===== src/rtl/alu_pkg.sv =====
// Shared types for the ALU request sequencer: op codes, flag/request payloads, sequencer states.
package alu_pkg;

    typedef enum logic [2:0] {
        AND  = 3'd0,
        ADD  = 3'd1,
        SUB  = 3'd2,
        SLT  = 3'd3,
        SRL  = 3'd4,
        SRA  = 3'd5,
        SLL  = 3'd6,
        RSVD = 3'd7
    } alu_op_t;

    typedef struct packed {
        logic overflow;
        logic equal;
        logic zero;
    } alu_flags_t;

    typedef struct packed {
        logic [31:0] x;
        logic [31:0] y;
        alu_op_t     op;
    } alu_req_t;

    typedef logic [1:0] seq_state_t;

    localparam seq_state_t ST_IDLE = 2'd0;
    localparam seq_state_t ST_WAIT = 2'd1;
    localparam seq_state_t ST_RESP = 2'd2;

endpackage


===== src/rtl/alu_req_fifo.sv =====
// Request FIFO for the ALU sequencer; count-based full/empty, pointers wrap modulo DEPTH.
module alu_req_fifo
    import alu_pkg::*;
#(
    parameter int DEPTH = 4
) (
    input  logic     clk,
    input  logic     n_rst,
    input  logic     push,
    input  alu_req_t push_data,
    input  logic     pop,
    output alu_req_t head,
    output logic     full,
    output logic     empty
);

    localparam int AW = (DEPTH > 1) ? $clog2(DEPTH) : 1;
    localparam logic [AW:0] FULL_CNT = (AW+1)'(DEPTH);

    alu_req_t       mem [DEPTH];
    logic [AW-1:0]  wr_ptr;
    logic [AW-1:0]  rd_ptr;
    logic [AW:0]    count;

    always_ff @(posedge clk or negedge n_rst) begin
        if (!n_rst) begin
            wr_ptr <= '0;
            rd_ptr <= '0;
            count  <= '0;
        end else begin
            if (push) wr_ptr <= wr_ptr + 1'b1;
            if (pop)  rd_ptr <= rd_ptr + 1'b1;
            case ({push, pop})
                2'b10:   count <= count + 1'b1;
                2'b01:   count <= count - 1'b1;
                default: count <= count;
            endcase
        end
    end

    // Payload storage carries no reset; validity is tracked by count alone.
    always_ff @(posedge clk) begin
        if (push) mem[wr_ptr] <= push_data;
    end

    assign head  = mem[rd_ptr];
    assign full  = (count == FULL_CNT);
    assign empty = (count == '0);

endmodule


===== src/rtl/alu_req_seq.sv =====
// Initiator side of the ALU operand/result interface: queue requests, hold operands, capture results.
// Optional macro ALU_REQ_STATS_EN adds stat_ops / stat_ovf response counters.
module alu_req_seq
    import alu_pkg::*;
#(
    parameter int DEPTH         = 4,
    parameter int SETTLE_CYCLES = 1
) (
    input  logic        clk,
    input  logic        n_rst,
    input  logic        req_valid,
    output logic        req_ready,
    input  logic [31:0] req_x,
    input  logic [31:0] req_y,
    input  logic [2:0]  req_op,
    output logic [31:0] alu_x,
    output logic [31:0] alu_y,
    output logic [2:0]  alu_op,
    input  logic [31:0] alu_z,
    input  logic        alu_zero,
    input  logic        alu_equal,
    input  logic        alu_overflow,
    output logic        rsp_valid,
    input  logic        rsp_ready,
    output logic [31:0] rsp_z,
    output logic [2:0]  rsp_flags,
    output logic        rsp_err,
`ifdef ALU_REQ_STATS_EN
    output logic [31:0] stat_ops,
    output logic [31:0] stat_ovf,
`endif
    output logic        busy
);

    localparam logic [3:0] CNT_INIT = 4'(SETTLE_CYCLES - 1);

    seq_state_t  state;
    logic [3:0]  cnt;
    logic        push;
    logic        pop;
    logic        full;
    logic        empty;
    alu_req_t    push_data;
    alu_req_t    head;
    alu_flags_t  cap_flags;

    assign push      = req_valid && !full;
    assign req_ready = !full;
    assign push_data = '{x: req_x, y: req_y, op: alu_op_t'(req_op)};
    // Pop from IDLE, or straight out of RESP on the handshake for back-to-back issue.
    assign pop       = !empty && ((state == ST_IDLE) || ((state == ST_RESP) && rsp_ready));
    assign cap_flags = '{overflow: alu_overflow, equal: alu_equal, zero: alu_zero};

    alu_req_fifo #(.DEPTH(DEPTH)) u_fifo (
        .clk       (clk),
        .n_rst     (n_rst),
        .push      (push),
        .push_data (push_data),
        .pop       (pop),
        .head      (head),
        .full      (full),
        .empty     (empty)
    );

    always_ff @(posedge clk or negedge n_rst) begin
        if (!n_rst) begin
            state     <= ST_IDLE;
            cnt       <= '0;
            alu_x     <= '0;
            alu_y     <= '0;
            alu_op    <= '0;
            rsp_z     <= '0;
            rsp_flags <= '0;
            rsp_err   <= 1'b0;
        end else begin
            if (pop) begin
                alu_x  <= head.x;
                alu_y  <= head.y;
                alu_op <= head.op;
                cnt    <= CNT_INIT;
            end
            case (state)
                ST_IDLE: begin
                    if (!empty) state <= ST_WAIT;
                end
                ST_WAIT: begin
                    if (cnt == '0) begin
                        rsp_z     <= alu_z;
                        rsp_flags <= cap_flags;
                        rsp_err   <= (alu_op == RSVD);
                        state     <= ST_RESP;
                    end else begin
                        cnt <= cnt - 1'b1;
                    end
                end
                ST_RESP: begin
                    if (rsp_ready) state <= empty ? ST_IDLE : ST_WAIT;
                end
                default: state <= ST_IDLE;
            endcase
        end
    end

`ifdef ALU_REQ_STATS_EN
    always_ff @(posedge clk or negedge n_rst) begin
        if (!n_rst) begin
            stat_ops <= '0;
            stat_ovf <= '0;
        end else if ((state == ST_RESP) && rsp_ready) begin
            stat_ops <= stat_ops + 32'd1;
            if (rsp_flags[2]) stat_ovf <= stat_ovf + 32'd1;
        end
    end
`endif

    assign rsp_valid = (state == ST_RESP);
    assign busy      = !empty || (state != ST_IDLE);

endmodule


===== config.mk =====
export PLATFORM = sky130hd
export DESIGN_NAME = alu_req_seq
export DESIGN_NICKNAME = d
export VERILOG_FILES = /design/src/rtl/alu_pkg.sv /design/src/rtl/alu_req_fifo.sv /design/src/rtl/alu_req_seq.sv
export SDC_FILE = /design/constraint.sdc
export NUM_CORES = 1
export LEC_CHECK = 0
export ABC_CLOCK_PERIOD_IN_PS = 2600
export CORE_UTILIZATION = 45
export CTS_CLUSTER_SIZE = 30
export DETAILED_ROUTE_END_ITERATION = 6
export PLACE_DENSITY = 0.71
export SLEW_MARGIN = 20
export SYNTH_ARGS = -nofsm -noshare
export SYNTH_HDL_FRONTEND = slang
export SYNTH_SLANG_ARGS = --single-unit

===== constraint.sdc =====
create_clock -name clk -period 2.6 [get_ports clk]
set_clock_uncertainty 0.1 [all_clocks]
set_input_delay 0.52 -clock clk [delete_from_list [all_inputs] [get_ports clk]]
set_output_delay 0.52 -clock clk [all_outputs]
set_load 0.005 [all_outputs]

* Word level (Yosys, flattened, before mapping) *
Memories as Yosys holds them, arrays and structs flattened. A register that Yosys moved wholly into a read port is not among the register bits.
Cells that the tools add are included.

cells by class
  $add $sub $neg = 5
  eq/ne operators = 9
  mux-type cells = 11
  reduce and logical (&&, ||, !) cells = 15

operators with widths
  kind                 number
  $mux 4               3
  $eq 3x3->1 const B   2
  $mux 2               3
  $pmux 2 s3           1
  $pmux 3 s2           1
  $add 2x1->2 const B  2
  $eq 2x1->1 const B   2
  $eq 2x2->1 const B   2
  $logic_not 4->1      1
  $ne 2x2->1 const B   2
  $reduce_bool 2->1    2
  $sub 4x1->4 const B  1
  $add 3x1->3 const B  1
  $logic_and 1x1->1    3
  $logic_not 1->1      3
  $logic_not 3->1      1
  $mux 1               3
  $reduce_and 3->1     1
  $sub 3x1->3 const B  1
  $logic_not 2->1      1
  $logic_or 1x1->1     2
  $ne 2x1->1 const B   1
  $reduce_and 2->1     1

storage, ports and cells
  register bits after elaboration = 49
  memory bits (writable) = 268
  input bits = 106
  output and inout bits = 106
  memories = 1

memory list
  name        depth  bits a word  rd ports  clocked after memory_dff  wr ports  RTL line            text
  u_fifo.mem  4      67           1         1                         1         alu_req_fifo.sv:20  alu_req_t mem [DEPTH];

* Depth between registers and ports, before layout *
Gate-level depths: netlist of the first run.

  depth in word-level cells = 7
  depth in mapped cells = 9

* Cells and area by module *
From an unflattened synthesis of the first run, not the netlist that was laid out.

second synthesis, totals
  cells, all modules = 642
  area total of the unflattened synthesis = 14,405.1 um^2

by module, submodules not included
  module        times used  cells an instance  area each (um^2)  sequential area each (um^2)
  alu_req_fifo  1           388                10,073.4          8,222.9
  alu_req_seq   1           254                4,331.7           2,727.6

* Worst setup path after synthesis of the first run *
No wires, ideal clock.

  kind = reg-to-reg
  from = reg u_fifo.count[2]
  to = mem u_fifo.mem[0][0] (netlist bit) (enable)
  library setup time = 433 ps
  data arrival time = 2,269 ps
  data required time = 2,067 ps
  path slack = -202 ps
  stages on the path, launching flop included = 3
  path buffers = 0
  period minus slack after synthesis = 2,802 ps
  cells stage by stage = dfrtp_1 > or3b_1 > and3_1

on the way
  word-level cells in the longest chain between the ends = 5

RTL lines
  item                          RTL line            text
  start, declared               alu_req_fifo.sv:23  logic [AW:0] count;
  start signal, assigned        alu_req_fifo.sv:34  2'b10: count <= count + 1'b1;
  start signal, assigned        alu_req_fifo.sv:35  2'b01: count <= count - 1'b1;
  start signal, assigned        alu_req_fifo.sv:36  default: count <= count;
  $eq 3x3->1                    alu_req_fifo.sv:47  assign full = (count == FULL_CNT);
  $logic_not 1->1               -
  net req_ready                 alu_req_seq.sv:12   output logic req_ready,
  $logic_and 1x1->1             alu_req_seq.sv:47   assign push = req_valid && !full;
  $mux 1                        alu_req_fifo.sv:43  if (push) mem[wr_ptr] <= push_data;
  $mux 1 (not written as such)  alu_req_fifo.sv:43
  end, declared                 alu_req_fifo.sv:20

The timed path passes the listed nets, and every way through them passes these cells.

* Worst setup path in the final report of the first run *
  from = reg u_fifo.count[1]
  to = out req_ready

on the way
  word-level cells in the longest chain between the ends = 2

RTL lines
  item             RTL line            text
  $eq 3x3->1       alu_req_fifo.sv:47
  $logic_not 1->1  alu_req_seq.sv:48   assign req_ready = !full;
  end, declared    alu_req_seq.sv:12

Every way passes these cells.

==> impl_results.md, run 1 <==
* R2r endpoint: u_fifo.count[2]$_DFFE_PN0P_
* Final ANT Viol Nets at 0
* Grt met2 use at 29.5%
* Util after Layout at 59.9%
* Num rows at 64
* Core box area at 30900 sq um
* WHS Endpoint: rsp_z[31]$_DFFE_PN0P_
* Vias/cell at 5.20
* Library cells used by synthesis at 36
* Flops & latches, synth at 384
* Synth top area share at 56.2%
* Gpl congestion at 0.676
* CTS buffer count at 39
* Yosys warns at 0
* Max Cap Viol at 0
* HP Class: reg -> reg
* HP Start: rsp_z[31]$_DFFE_PN0P_
* Vias in the first global route at 7475
* Area Growth Syn to Fin at 29.4%
* Status: finished clean
* Cell taking the most area after synthesis: edfxtp_1
* Mux share of post-synthesis cell area at 19.3%
* Crit. End Element: primary output
* RR Startpoint: u_fifo.count[1]$_DFFE_PN0P_
* DRT Wirelength at 27500 um
* Sequential share of the synthesized area at 76.5%
* Crit share post-route at 96.0%
* CP delay by family, top: buffers and inverters
* Least-Margin Pin Slew at 0.496 ns
* Layout cell share with drive strength beyond 1 at 29.8%
* Buf+Inv Stages, Crit Path at 1
* Critical path data required time at 1.98 ns
* GR peak layer: met2
* CP cell instances: or3b_4 > clkdlybuf4s50_1
* Hold_ws at 0.401 ns
* Clock period minus worst slack at 2.50 ns
* DR pass1 iterations at 4
* Setup CP Type: reg -> out
* Total gr overflow at 0
* Worst-path clk slew at 0.06 ns
* Vias post-DR at 6889
* Post-synth ARST share at 30.2%
* Synth Area in Compound Gates at 0.367%
* Hold Vio Cnt, Final at 0
* Synthesized Nets at 748
* Overall die height at 180 um
* Clock sink count at 384
* # setup viols final at 0
* Most numerous cell in the Yosys netlist: edfxtp_1
* Fmax at 401 MHz
* Overall Power at 22.3 mW
* R2r worst-path depth at 8
* XOR/XNOR Fraction of Synth Area at 0.428%
* DP HPWL at 18000 um
* CTS tree: yes
* Starting DRC count in detailed routing at 411
* CTS Buffer Depth at 3
* GR Layer Usage met1 at 21.4%
* Leak at 6.62 nW
* Cell depth of the worst min-delay path at 1
* Post-synth EDFFs at 268
* Tot GR Track Use at 17.3%
* Initial antenna violation count at 3
* Critical path launch point type: flop
* Drt wl/cell at 20.7 um
* First-pass GRT wire length at 43000 um
* # DRC at 0
* Worst reg-to-reg setup slack at 0.39 ns
* Netlist Area Pre-Place at 14300 sq um
* PortBufs at 211
* Setup TNS at 0 ns
* CP arrival at 1.88 ns
* Post-Synthesis Cells at 634
* Synth top area cells: edfxtp_1 56%, dfrtp_1 20%, mux4_2 11%, mux2_2 6.8%, mux2_4 1.9%
* Initial Utilization at 46.3%
* Slew Limit Fails at 0
* Htree depth at 2
* Top cells by count, synth: 268 x edfxtp_1, 116 x dfrtp_1, 87 x mux2_2
* Unrepaired setup endpoints after global routing: no
* Slowest stage cell, crit path: clkdlybuf4s50_1
* Boundary pin count at 212
* Peak supply drop at 756 uV
* CP max stage delay at 0.48 ns
* Post-synthesis simple-gate area fraction at 1.01%
* Worst relative slew slack at 66.5%
* Root Driver: clkbuf_16
* Worst Path Max Fanout at 6
* Worst skew pair latency at 0.53 ns
* Pin count of the biggest net entering global routing at 49
* PD cells at 1210 nW/um^2
* Synthesized area per cell at 22.6 sq um
* Nets at 1012
* Area share of fa/ha/maj cells after synthesis at 0.752%
* Primary FF master, synth: edfxtp_1
* Main combinational cell family by area after synthesis: multiplexers
* Die area at 32500 sq um
* Met3 GRT Util at 5.74%
* Die outline width at 180 um
## power breakdown
group | switching, mW | leakage, nW | internal, mW
Clock | 2.24 | 0.607 | 3.14
Combinational | 2.80 | 2.20 | 4.71
Sequential | 0.952 | 3.82 | 8.48
Total | 5.99 | 6.62 | 16.3
## per-layer routing
metal,wire (um),share of wire [%]
met1,11100,40
met2,13700,50
met4,472,1.7
met3,2220,8.1
met5,13,0.047
## worst max path at each step
stage / from / endpoint / slack, ns / cells past startpoint
after CTS: u_fifo.count[1]$_DFFE_PN0P_ / req_ready / 0.06 / 2
after global routing: u_fifo.count[1]$_DFFE_PN0P_ / req_ready / 0.04 / 2
after detailed placement: rsp_ready / u_fifo.count[1]$_DFFE_PN0P_ / 0.04 / 7
final: u_fifo.count[1]$_DFFE_PN0P_ / req_ready / 0.10 / 2
after floorplan: rsp_ready / u_fifo.count[2]$_DFFE_PN0P_ / 0.32 / 9
after global placement: rsp_ready / u_fifo.count[2]$_DFFE_PN0P_ / 0.05 / 9
## what timing repair did
action,4_1_cts,5_1_grt
setup endpoints to repair,1,0
resized for setup,1,0
hold buffers,1,0
setup buffers,0,0
hold endpoints to repair,45,0
## worst reg2reg max path: stages (launching register included)
cell     delay [ns]
dfrtp_1        0.42
nor3_2         0.31
or3_4          0.21
inv_4          0.04
ha_1           0.20
fa_1           0.43
xnor2_1        0.17
nor2_1         0.07
xor2_1         0.14
## cells by family after synthesis
| kind of cell | Yosys count |
|---|---|
| AO/OA/AOI/OAI | 7 |
| XOR/XNOR | 7 |
| adder cells (fa/ha/maj) | 8 |
| buffers and inverters | 34 |
| flip-flops | 384 |
| multiplexers | 173 |
| AND/OR/NAND/NOR | 21 |
## cell usage in the layout, fill, tap and decap left out, types with 2 or more instances in the layout
cell type / instances
edfxtp_1: 268
clkdlybuf4s50_1: 210
dfrtp_1: 114
mux2_2: 87
mux4_2: 67
clkbuf_16: 39
buf_4: 19
mux2_4: 18
buf_12: 18
clkbuf_1: 10
inv_1: 7
ha_1: 7
clkinv_1: 7
xnor2_1: 5
clkinv_2: 5
and3_4: 4
nand2b_1: 3
bufinv_16: 3
nor2b_1: 2
o32ai_1: 2
nor2_1: 2
xor2_1: 2
clkbuf_8: 2
dfrtp_4: 2
## through the flow
| stage | instances | setup WS (ns) | cell area, sq um |
|---|---|---|---|
| 6_report | 1324 | 0.105 | 18500 |
| 5_1_grt | 1323 | 0.0406 | 18500 |
| 4_1_cts | 1323 | 0.0609 | 18500 |
| 3_5_place_dp | 1252 | 0.0441 | 17300 |
| 3_3_place_gp | 1252 | 0.0521 | 17300 |
| 2_1_floorplan | 634 | 0.317 | 14300 |
## state kept, by name (all words and copies together) (netlist names), 2 cells and up
register / count
u_fifo.wr_ptr: 2
cnt: 4
rsp_z: 32
alu_op: 3
u_fifo.count: 3
alu_y: 32
u_fifo.rd_ptr: 2
rsp_flags: 3
alu_x: 32
state: 2
u_fifo.mem: 268
## cell type report
type | count | area [sq um]
diodes | 1 | 2.50
clock buffers | 51 | 1040
clock inverters | 19 | 205
fillers | 2264 | 12400
inverters | 8 | 32.5
multi-input cells | 216 | 3160
flip-flops and latches | 384 | 11000
well taps | 396 | 495
repair buffers | 249 | 2630
No activity file was read; power rests on OpenSTA's default activity.
==> run 2, diff against run 1 <==
ABC_CLOCK_PERIOD_IN_PS = 2700   (was 2600)
CORE_UTILIZATION = 54   (was 45)
PLACE_DENSITY = 0.8   (was 0.71)
clock period = 2.7 ns   (was 2.6 ns; I/O delays follow)
==> impl_results.md, run 2 (same netlist as run 1, synthesis figures left out) <==
* Die area at 27200 sq um
* # setup viols final at 0
* Boundary pin count at 212
* Leak at 6.59 nW
* CP cell instances: or3b_1 > clkdlybuf4s50_1
* PortBufs at 211
* Most flop-heavy register: u_fifo.mem
* Fmax at 387 MHz
* Final ANT Viol Nets at 0
* DR pass1 iterations at 5
* Top Metal Used: met4
* Overall Power at 21.5 mW
* Slowest stage cell, crit path: clkdlybuf4s50_1
* Least-Margin Pin Slew at 0.616 ns
* Met1 WL at 11200 um
* Peak supply drop at 772 uV
* Slew Limit Fails at 0
* Worst Path Max Fanout at 6
* Die outline width at 165 um
* Area Growth Syn to Fin at 28.5%
* Root Driver: clkbuf_16
* Status: finished clean
* Critical path data required time at 2.06 ns
* DP Worst Slack at 0.0749 ns
* Layout cell share with drive strength beyond 1 at 29.4%
* Htree depth at 2
* PD cells at 1170 nW/um^2
* Vias post-DR at 6850
* Setup TNS at 0 ns
* Vias/cell at 5.48
* Core box area at 26100 sq um
* Hold Vio Cnt, Final at 0
* Worst-path clk slew at 0.06 ns
* Post-DP Area at 17000 sq um
* CP max stage delay at 0.51 ns
* CP arrival at 1.94 ns
* Crit share post-route at 95.6%
* Num rows at 59
* Crit. End Element: primary output
* CTS buffer count at 39
* Max Cap Viol at 0
* Unrepaired setup endpoints after global routing: no
* Initial Utilization at 54.9%
* Initial antenna violation count at 1
* HP Class: reg -> reg
* Fillcell total at 1575
* Hold_ws at 0.401 ns
* Met3 wire len at 1940 um
* Pin count of the biggest net entering global routing at 69
* Worst relative slew slack at 58.9%
* DP HPWL at 16700 um
* Drt wl/cell at 21.3 um
* Vias in the first global route at 7322
* # placed instances at 1177
* Area of the multi-input gates at 3160 sq um
* Starting DRC count in detailed routing at 452
* Max FFs per register at 268
* Nets at 998
* Clock period minus worst slack at 2.58 ns
* Most frequent cells in the layout: 268 x edfxtp_1, 210 x clkdlybuf4s50_1, 114 x dfrtp_1, 87 x mux2_2, 67 x mux4_2
* Worst skew pair latency at 0.53 ns
* CP delay by family, top: buffers and inverters
* # DRC at 0
* DRT Wirelength at 26700 um
* Most common cell after layout, fill and taps aside: edfxtp_1
* Met2 Wirelength at 13200 um
* Total gr overflow at 0
* First-pass GRT wire length at 41000 um
* Design area at 18400 sq um
* Non-filler instance count after layout at 1251
* CTS Buffer Depth at 3
* Final worst slack at 0.119 ns
* Gpl congestion at 0.719
* CTS tree: yes
* Buf+Inv Stages, Crit Path at 1
* Overall die height at 165 um
* Setup CP Type: reg -> out
* Area of all sequential standard cells at 11000 sq um
* Clock sink count at 384
* Postcts setup bufs at 0
* Tot GR Track Use at 20.3%
* Critical path launch point type: flop
* Util after Layout at 70.6%
run 2: cell count changes in the layout (fill, tap and decap cells not counted), moves of 2 or more:
| cell | delta |
|---|---|
| buf_4 | -11 |
| clkinv_1 | -4 |
| clkbuf_1 | -2 |
| clkbuf_16 | +2 |
| buf_12 | -3 |
| clkbuf_8 | +4 |
| clkinv_2 | +3 |
run 2: layer usage:
layer  vias up  global-route usage, %
met1      3525                   27.2
met2       247                   34.3
met5         -                      0
met4         0                   4.55
li1       3047                      -
met3        31                   4.62
run 2: area by class of cell:
| class | count | share of cell area, % |
|---|---|---|
| timing repair buffer | 235 | 13.5 |
| multi-input combinational | 216 | 17.2 |
| inverter | 8 | 0.177 |
| clock inverter | 17 | 1.07 |
| antenna | 1 | 0.0136 |
| sequential | 384 | 59.6 |
| tap | 335 | 2.28 |
| clock buffer | 55 | 6.19 |
run 2: worst paths after layout:
check | startpoint | slack (ns) | endpoint | cells after the start
hold reg to reg | rsp_flags[1]$_DFFE_PN0P_ | 0.40 | rsp_flags[1]$_DFFE_PN0P_ | 1
setup reg to reg | u_fifo.count[1]$_DFFE_PN0P_ | 0.37 | u_fifo.count[1]$_DFFE_PN0P_ | 6
setup / recovery | u_fifo.count[1]$_DFFE_PN0P_ | 0.12 | req_ready | 2
min in group asynchronous | n_rst | 0.48 | rsp_z[22]$_DFFE_PN0P_ | 2
hold / removal | rsp_flags[1]$_DFFE_PN0P_ | 0.40 | rsp_flags[1]$_DFFE_PN0P_ | 1
max in group asynchronous | n_rst | 1.35 | alu_x[10]$_DFFE_PN0P_ | 3
run 2: power breakdown:
| group | leakage (nW) | switching [mW] | internal [mW] |
|---|---|---|---|
| sequential | 3.82 | 0.865 | 8.17 |
| combinational | 2.11 | 2.68 | 4.35 |
| clock | 0.662 | 2.12 | 3.33 |
run 2: what timing repair did:
action,in CTS,in global routing
hold buffers,1,0
resized for setup,0,0
hold endpoints to repair,53,0
endpoints found under the setup margin,0,0
